[src/rtl/hilo_pkg.sv]
// Shared types and constants for the HI/LO result unit.
package hilo_pkg;

    // Default width of HI, LO and each source half.
    localparam int HILO_DATA_W = 32;

    // Source indices for the two long-latency units of the baseline core.
    localparam int SRC_DIV  = 0;
    localparam int SRC_MULT = 1;

    // Result-wait state machine encoding.
    typedef enum logic [0:0] {
        IDLE = 1'b0,
        WAIT = 1'b1
    } hilo_state_e;

endpackage

[src/rtl/hilo_result_unit_if.sv]
// Bus bundle between the core pipeline (master) and the HI/LO result unit (slave).
interface hilo_result_unit_if
    import hilo_pkg::*;
#(
    parameter int DATA_W = HILO_DATA_W,
    parameter int N_SRC  = 2,
    parameter int SEL_W  = 1
);
    logic                      start;
    logic [SEL_W-1:0]          src_sel;
    logic [N_SRC*DATA_W-1:0]   src_hi;
    logic [N_SRC*DATA_W-1:0]   src_lo;
    logic [N_SRC-1:0]          src_done;
    logic [N_SRC-1:0]          src_err;
    logic                      wr_hi;
    logic                      wr_lo;
    logic [DATA_W-1:0]         wr_data;
    logic                      rd_req;
    logic [DATA_W-1:0]         hi_out;
    logic [DATA_W-1:0]         lo_out;
    logic                      busy;
    logic                      stall;
    logic                      err;

    modport master (
        output start, src_sel, src_hi, src_lo, src_done, src_err,
        output wr_hi, wr_lo, wr_data, rd_req,
        input  hi_out, lo_out, busy, stall, err
    );

    modport slave (
        input  start, src_sel, src_hi, src_lo, src_done, src_err,
        input  wr_hi, wr_lo, wr_data, rd_req,
        output hi_out, lo_out, busy, stall, err
    );
endinterface

[src/rtl/hilo_src_mux.sv]
// N_SRC:1 selector of {hi, lo, done, err}; generalises the old div/mult 2:1 mux.
module hilo_src_mux #(
    parameter int DATA_W = 32,
    parameter int N_SRC  = 2,
    parameter int SEL_W  = 1
) (
    input  logic [SEL_W-1:0]        sel,
    input  logic [N_SRC*DATA_W-1:0] src_hi,
    input  logic [N_SRC*DATA_W-1:0] src_lo,
    input  logic [N_SRC-1:0]        src_done,
    input  logic [N_SRC-1:0]        src_err,
    output logic [DATA_W-1:0]       hi,
    output logic [DATA_W-1:0]       lo,
    output logic                    done,
    output logic                    err
);

    // AND-OR select: an out-of-range index yields all zeros, never X.
    always_comb begin
        hi   = {DATA_W{1'b0}};
        lo   = {DATA_W{1'b0}};
        done = 1'b0;
        err  = 1'b0;
        for (int i = 0; i < N_SRC; i++) begin
            hi   = hi   | ({DATA_W{sel == SEL_W'(i)}} & src_hi[i*DATA_W +: DATA_W]);
            lo   = lo   | ({DATA_W{sel == SEL_W'(i)}} & src_lo[i*DATA_W +: DATA_W]);
            done = done | ((sel == SEL_W'(i)) & src_done[i]);
            err  = err  | ((sel == SEL_W'(i)) & src_err[i]);
        end
    end

endmodule

[src/rtl/hilo_result_unit.sv]
// HI/LO architectural registers with multi-source result commit, mthi/mtlo
// writes, sticky error and wait timeout.
// Optional build macro HILO_FWD_EN: forwards the committing result onto
// hi_out/lo_out and drops stall in the done cycle.
module hilo_result_unit
    import hilo_pkg::*;
#(
    parameter int DATA_W    = HILO_DATA_W,
    parameter int N_SRC     = 2,
    parameter int SEL_W     = 1,
    parameter int TIMEOUT_W = 6
) (
    input  logic            clk,
    input  logic            reset,
    hilo_result_unit_if.slave bus
);

    localparam logic [SEL_W:0] N_SRC_L = (SEL_W+1)'(N_SRC);

    hilo_state_e            state_r;
    hilo_state_e            state_next_s;
    logic [SEL_W-1:0]       sel_r;
    logic [TIMEOUT_W-1:0]   cnt_r;
    logic [DATA_W-1:0]      hi_r;
    logic [DATA_W-1:0]      lo_r;
    logic                   err_r;

    logic [DATA_W-1:0]      mux_hi_s;
    logic [DATA_W-1:0]      mux_lo_s;
    logic                   mux_done_s;
    logic                   mux_err_s;

    logic                   sel_ok_s;
    logic                   start_ok_s;
    logic                   timeout_s;
    logic                   commit_s;
    logic                   err_set_s;
    logic                   err_clr_s;
    logic                   cnt_inc_s;
    logic                   wr_en_s;

    hilo_src_mux #(
        .DATA_W (DATA_W),
        .N_SRC  (N_SRC),
        .SEL_W  (SEL_W)
    ) u_src_mux (
        .sel      (sel_r),
        .src_hi   (bus.src_hi),
        .src_lo   (bus.src_lo),
        .src_done (bus.src_done),
        .src_err  (bus.src_err),
        .hi       (mux_hi_s),
        .lo       (mux_lo_s),
        .done     (mux_done_s),
        .err      (mux_err_s)
    );

    assign sel_ok_s   = ({1'b0, bus.src_sel} < N_SRC_L);
    assign start_ok_s = bus.start & sel_ok_s & (state_r == IDLE);
    // Timeout fires on the edge that would bring the counter to all-ones.
    assign timeout_s  = &(cnt_r + TIMEOUT_W'(1));

    // State register.
    always_ff @(posedge clk or posedge reset) begin
        if (reset) begin
            state_r <= IDLE;
        end else begin
            state_r <= state_next_s;
        end
    end

    // Next-state logic: leave WAIT on the selected done or on timeout.
    always_comb begin
        state_next_s = state_r;
        case (state_r)
            IDLE: begin
                if (start_ok_s) begin
                    state_next_s = WAIT;
                end else begin
                    state_next_s = IDLE;
                end
            end
            WAIT: begin
                if (mux_done_s || timeout_s) begin
                    state_next_s = IDLE;
                end else begin
                    state_next_s = WAIT;
                end
            end
            default: state_next_s = IDLE;
        endcase
    end

    // FSM control outputs driving the datapath registers.
    always_comb begin
        commit_s  = 1'b0;
        err_set_s = 1'b0;
        err_clr_s = 1'b0;
        cnt_inc_s = 1'b0;
        wr_en_s   = 1'b0;
        case (state_r)
            IDLE: begin
                wr_en_s   = 1'b1;
                err_clr_s = start_ok_s;
                err_set_s = bus.start & ~sel_ok_s;
            end
            WAIT: begin
                if (mux_done_s) begin
                    commit_s  = ~mux_err_s;
                    err_set_s = mux_err_s;
                end else begin
                    cnt_inc_s = 1'b1;
                    err_set_s = timeout_s;
                end
            end
            default: begin
                commit_s = 1'b0;
            end
        endcase
    end

    // HI/LO, error flag, source select and wait counter registers.
    always_ff @(posedge clk or posedge reset) begin
        if (reset) begin
            hi_r  <= {DATA_W{1'b0}};
            lo_r  <= {DATA_W{1'b0}};
            err_r <= 1'b0;
            sel_r <= {SEL_W{1'b0}};
            cnt_r <= {TIMEOUT_W{1'b0}};
        end else begin
            if (commit_s) begin
                hi_r <= mux_hi_s;
                lo_r <= mux_lo_s;
            end else begin
                if (wr_en_s && bus.wr_hi) begin
                    hi_r <= bus.wr_data;
                end
                if (wr_en_s && bus.wr_lo) begin
                    lo_r <= bus.wr_data;
                end
            end
            if (err_set_s) begin
                err_r <= 1'b1;
            end else if (err_clr_s) begin
                err_r <= 1'b0;
            end
            if (start_ok_s) begin
                sel_r <= bus.src_sel;
                cnt_r <= {TIMEOUT_W{1'b0}};
            end else if (cnt_inc_s) begin
                cnt_r <= cnt_r + TIMEOUT_W'(1);
            end
        end
    end

    assign bus.busy = (state_r == WAIT);
    assign bus.err  = err_r;

`ifdef HILO_FWD_EN
    logic fwd_s;
    assign fwd_s      = (state_r == WAIT) & mux_done_s & ~mux_err_s;
    assign bus.hi_out = fwd_s ? mux_hi_s : hi_r;
    assign bus.lo_out = fwd_s ? mux_lo_s : lo_r;
    assign bus.stall  = bus.busy & bus.rd_req & ~fwd_s;
`else
    assign bus.hi_out = hi_r;
    assign bus.lo_out = lo_r;
    assign bus.stall  = bus.busy & bus.rd_req;
`endif

endmodule

[src/flat_wrapper.sv]
// flat-port wrapper written by rule: the top's interface ports become plain ports
module hilo_result_unit_flat import hilo_pkg::*;
#(
    parameter int DATA_W    = HILO_DATA_W,
    parameter int N_SRC     = 2,
    parameter int SEL_W     = 1,
    parameter int TIMEOUT_W = 6
)
  (clk, reset, bus_start, bus_src_sel, bus_src_hi, bus_src_lo, bus_src_done, bus_src_err, bus_wr_hi, bus_wr_lo, bus_wr_data, bus_rd_req, bus_hi_out, bus_lo_out, bus_busy, bus_stall, bus_err);
  hilo_result_unit_if #(.DATA_W(DATA_W), .N_SRC(N_SRC), .SEL_W(SEL_W)) bus_i ();
  input  logic clk;
  input  logic reset;
  input wire logic [$bits(bus_i.start)-1:0] bus_start;
  input wire logic [$bits(bus_i.src_sel)-1:0] bus_src_sel;
  input wire logic [$bits(bus_i.src_hi)-1:0] bus_src_hi;
  input wire logic [$bits(bus_i.src_lo)-1:0] bus_src_lo;
  input wire logic [$bits(bus_i.src_done)-1:0] bus_src_done;
  input wire logic [$bits(bus_i.src_err)-1:0] bus_src_err;
  input wire logic [$bits(bus_i.wr_hi)-1:0] bus_wr_hi;
  input wire logic [$bits(bus_i.wr_lo)-1:0] bus_wr_lo;
  input wire logic [$bits(bus_i.wr_data)-1:0] bus_wr_data;
  input wire logic [$bits(bus_i.rd_req)-1:0] bus_rd_req;
  output wire logic [$bits(bus_i.hi_out)-1:0] bus_hi_out;
  output wire logic [$bits(bus_i.lo_out)-1:0] bus_lo_out;
  output wire logic [$bits(bus_i.busy)-1:0] bus_busy;
  output wire logic [$bits(bus_i.stall)-1:0] bus_stall;
  output wire logic [$bits(bus_i.err)-1:0] bus_err;
  assign bus_i.start = bus_start;
  assign bus_i.src_sel = bus_src_sel;
  assign bus_i.src_hi = bus_src_hi;
  assign bus_i.src_lo = bus_src_lo;
  assign bus_i.src_done = bus_src_done;
  assign bus_i.src_err = bus_src_err;
  assign bus_i.wr_hi = bus_wr_hi;
  assign bus_i.wr_lo = bus_wr_lo;
  assign bus_i.wr_data = bus_wr_data;
  assign bus_i.rd_req = bus_rd_req;
  assign bus_hi_out = bus_i.hi_out;
  assign bus_lo_out = bus_i.lo_out;
  assign bus_busy = bus_i.busy;
  assign bus_stall = bus_i.stall;
  assign bus_err = bus_i.err;
  hilo_result_unit #(.DATA_W(DATA_W), .N_SRC(N_SRC), .SEL_W(SEL_W), .TIMEOUT_W(TIMEOUT_W)) u_core (.clk(clk), .reset(reset), .bus(bus_i));
endmodule
[config.mk]
export PLATFORM = sky130hd
export DESIGN_NAME = hilo_result_unit_flat
export DESIGN_NICKNAME = d
export VERILOG_FILES = /design/src/rtl/hilo_pkg.sv /design/src/rtl/hilo_result_unit_if.sv /design/src/rtl/hilo_src_mux.sv /design/src/rtl/hilo_result_unit.sv /design/src/flat_wrapper.sv
export SDC_FILE = /design/constraint.sdc
export NUM_CORES = 1
export LEC_CHECK = 0
export ABC_CLOCK_PERIOD_IN_PS = 2220
export CAP_MARGIN = 20
export CORE_AREA = 2 2 116 118
export DETAILED_ROUTE_END_ITERATION = 10
export DIE_AREA = 0 0 118 120
export HOLD_SLACK_MARGIN = 0.12
export PLACE_DENSITY = 0.86
export SYNTH_ARGS = -nofsm -noshare
export SYNTH_HDL_FRONTEND = slang
export SYNTH_SLANG_ARGS = --single-unit
[constraint.sdc]
create_clock -name clk -period 2.22 [get_ports clk]
set_clock_uncertainty 0.15 [all_clocks]
set_input_delay 0.222 -clock clk [delete_from_list [all_inputs] [get_ports clk]]
set_output_delay 0.222 -clock clk [all_outputs]
set_load 0.02 [all_outputs]
==> flow_summary.yaml <==
status:
  status: "completed"
cts:
  post_cts_buffers: 0
  cts_hold_buf: 0
  insertion_delay_ns: 0.32
  cts_buffers: 9
  htreeDepth: 3
  clockBufferDepth: 2
  clk_pin_slew_ns: 0.06
  cts_root_buf: "clkbuf_16"
  tritoncts: "yes"
  ctsResizeCount: 0
  cts_sinks: 73
synthesis:
  synth.area.mux_share: 0.210
  synth_common_cells: "mux2i_1 (97), dfrtp_1 (73), nand2_1 (67), o21ai_0 (67), o211ai_2 (51)"
  synthTopCellsByArea: "dfrtp_1 (39%), mux2i_1 (21%), o211ai_2 (14%)"
  postSynthCellCount: 449
  synth_top_area_cell: "dfrtp_1"
  ys_ff_latch: 73
  yosysMostFrequentCell: "mux2i_1"
  synth-main-ff-cell: "dfrtp_1"
  synth-compound-area-share: 0.249
  synth_adder_area_share: 0.00535
  syn_avg_cell_area_um2: 10.4
  synth_warnings: 0
  yosysUniqueCellTypes: 30
  ys_seq_area_frac: 0.391
  synth_top_area_frac: 0.391
  netlist_area_um2: 4670
  synth_edf_count: 0
  synth_top_family_by_area: "compound AO/OA/AOI/OAI gates"
  synth_fp_nets: 622
  async_reset_ff_frac: 1.00
  synth_simple_gate_area_frac: 0.0854
  synthXorXnorAreaFrac: 0.00562
hold_path:
  hold_path.class: "in -> async"
power:
  power.leakage_nw: 3.21
  switching_share: 0.401
  pwr-share-seq: 0.272
  internal_power_mw: 5.45
  power.net_switching_mw: 3.65
  power_mw: 9.10
  peakVddDrop_mv: 0.515
  pwr-share-clk: 0.185
  powerDensity_nw_per_um2: 1200
  power.share.combinational: 0.544
critical_path:
  crit_path_end_kind: "output pin"
  critPathSlowestCell: "clkdlybuf4s50_1"
  crit_fanout: 12
  critPathTopFamily: "buffers and inverters"
  critPathKind: "reg -> out"
  crit_chain: "and2_1, clkdlybuf4s50_1"
  required_ns: 1.85
  critPathBufInv: 1
  cp.arrival_ns: 1.58
  cp_slowest_stage_delay_ns: 0.61
  start_kind: "flop"
route:
  wire_per_inst_um: 18.3
  first_pass_iters: 6
  drtIter0Drc: 284
  postRouteAntennaNets: 0
  route.detailed.drc: 0
  vias: 4461
  viasPerCell: 5.20
  wirelength_um: 15700
layout:
  layout.nets: 850
  num_antenna_cells: 0
  syn2layout_area_growth_pct: 62.0
  drive_gt1_frac: 0.142
  postLayoutCellArea_um2: 7570
sta:
  fmax_mhz: 511
  hold_viol: 0
  final.min_clock_period_ns: 1.96
  tns_ns: 0
  maxSlewViolCount: 0
  setup_violations: 0
  max_slew_margin: 0.602
  tightest_slew_ns: 0.597
  post-route-period-util: 0.881
  setup_ws_ns: 0.264
  rsz0062_at_grt: "no"
global_routing:
  grt_pass1_vias: 4667
  track_usage: 0.223
  grt_start_max_net_pins: 74
  grt_overflow: 0
  grt_pass1_wl_um: 24900
  met2_usage: 0.385
  grt_util_met3: 0.0404
  grtUsageMet1: 0.278
  busiest_layer: "met2"
  grt_antenna_before_repair: 0
flow_run:
  maxCapViolCount: 0
floorplanning:
  fp.dieH_um: 120
  floorplan.initialDensity: 0.360
  die_area_um2: 14200
  ios: 238
  die_w_um: 118
  core.rowCount: 42
  core_um2: 13000
placed_design:
  place_worst_setup_slack_ns: 0.134
  dp_hpwl_um: 12300
  placed_cell_area_um2: 7220
  portBuffers: 237
  gp_congestion: 0.822
[final timing paths]
path	startpoint	end	slack (ns)	depth (start not counted)
max in group asynchronous	reset	u_core.sel_r$_DFFE_PP0P_	1.37	3
min reg2reg	u_core.cnt_r[5]$_DFFE_PP0P_	u_core.cnt_r[5]$_DFFE_PP0P_	0.33	1
min	reset	u_core.bus.lo_out[6]$_DFFE_PP0P_	0.20	3
min in group clk	u_core.cnt_r[5]$_DFFE_PP0P_	u_core.cnt_r[5]$_DFFE_PP0P_	0.33	1
max reg2reg	u_core.sel_r$_DFFE_PP0P_	u_core.bus.lo_out[12]$_DFFE_PP0P_	0.33	6
max	u_core.bus.busy$_DFF_PP0_	bus_stall	0.26	2
[state kept, by name, summed over array words and instances, names as in the netlist]
name               cells
u_core.bus.hi_out     32
u_core.bus.err         1
u_core.sel_r           1
u_core.bus.lo_out     32
u_core.bus.busy        1
u_core.cnt_r           6
[stage by stage]
step	instances	util	hold WS, ns
after floorplan	449	-	0.195
after global placement	842	0.556	0.314
after detailed placement	842	0.556	0.324
after CTS	858	0.583	0.227
after global routing	858	0.583	0.242
final	858	0.583	0.203
[cells by family after synthesis]
family | count (synthesis)
AO/OA/AOI/OAI | 140
multiplexers | 98
AND/OR/NAND/NOR | 90
flip-flops | 73
buffers and inverters | 43
XOR/XNOR | 3
adder cells (fa/ha/maj) | 2
[layout by cell type (no fill, tap or decap)]
| master | count |
|---|---|
| a22o_1 | 1 |
| and2_1 | 1 |
| and3b_1 | 1 |
| buf_12 | 3 |
| buf_4 | 17 |
| bufinv_16 | 3 |
| clkbuf_1 | 1 |
| clkbuf_16 | 9 |
| clkbuf_8 | 1 |
| clkdlybuf4s50_1 | 237 |
| clkinv_2 | 1 |
| clkinvlp_4 | 2 |
| dfrtp_1 | 71 |
| dfrtp_2 | 1 |
| dfrtp_4 | 1 |
| ha_1 | 2 |
| inv_1 | 2 |
| mux2_2 | 1 |
| mux2i_1 | 97 |
| nand2_1 | 67 |
| nand2_4 | 1 |
| nand2b_1 | 1 |
| nand3_1 | 9 |
| nand4_1 | 1 |
| nor2_1 | 2 |
| nor2b_1 | 3 |
| nor3b_4 | 1 |
| o211ai_1 | 13 |
| o211ai_2 | 51 |
| o21ai_0 | 67 |
| o21ai_1 | 3 |
| o221ai_1 | 1 |
| o311ai_0 | 1 |
| o31ai_4 | 2 |
| o41ai_1 | 1 |
| or2_2 | 3 |
| xor2_1 | 3 |
[routing by layer]
layer | vias to the layer above | wire, um
met5 | - | 0
met1 | 2130 | 6320
met4 | 0 | 427
met2 | 184 | 7990
met3 | 36 | 997
li1 | 2111 | -
[power groups by stage]
| stage | Combinational [mW] | Sequential (mW) | Clock (mW) |
|---|---|---|---|
| 6_report | 4.95 | 2.47 | 1.68 |
| 5_1_grt | 5.29 | 2.56 | 1.78 |
| 4_1_cts | 5.00 | 2.47 | 1.70 |
| 3_5_place_dp | 4.99 | 2.48 | 0 |
| 3_3_place_gp | 4.81 | 2.45 | 0 |
| 2_1_floorplan | 2.29 | 3.08 | 0 |
[tightest hold or removal path: cells and delay by family]
family	cells	cell delay, ns
buf+inv	3	0.87
[layout make-up]
type / instances / area (um2)
repair buffers: 257 / 2560
well taps: 176 / 220
fillers: 1121 / 5410
clock inverters: 5 / 103
inverters: 3 / 15.0
flip-flops and latches: 73 / 1830
clock buffers: 11 / 243
multi-input cells: 333 / 2600
Note: power is estimated with default switching activity, not from simulation.
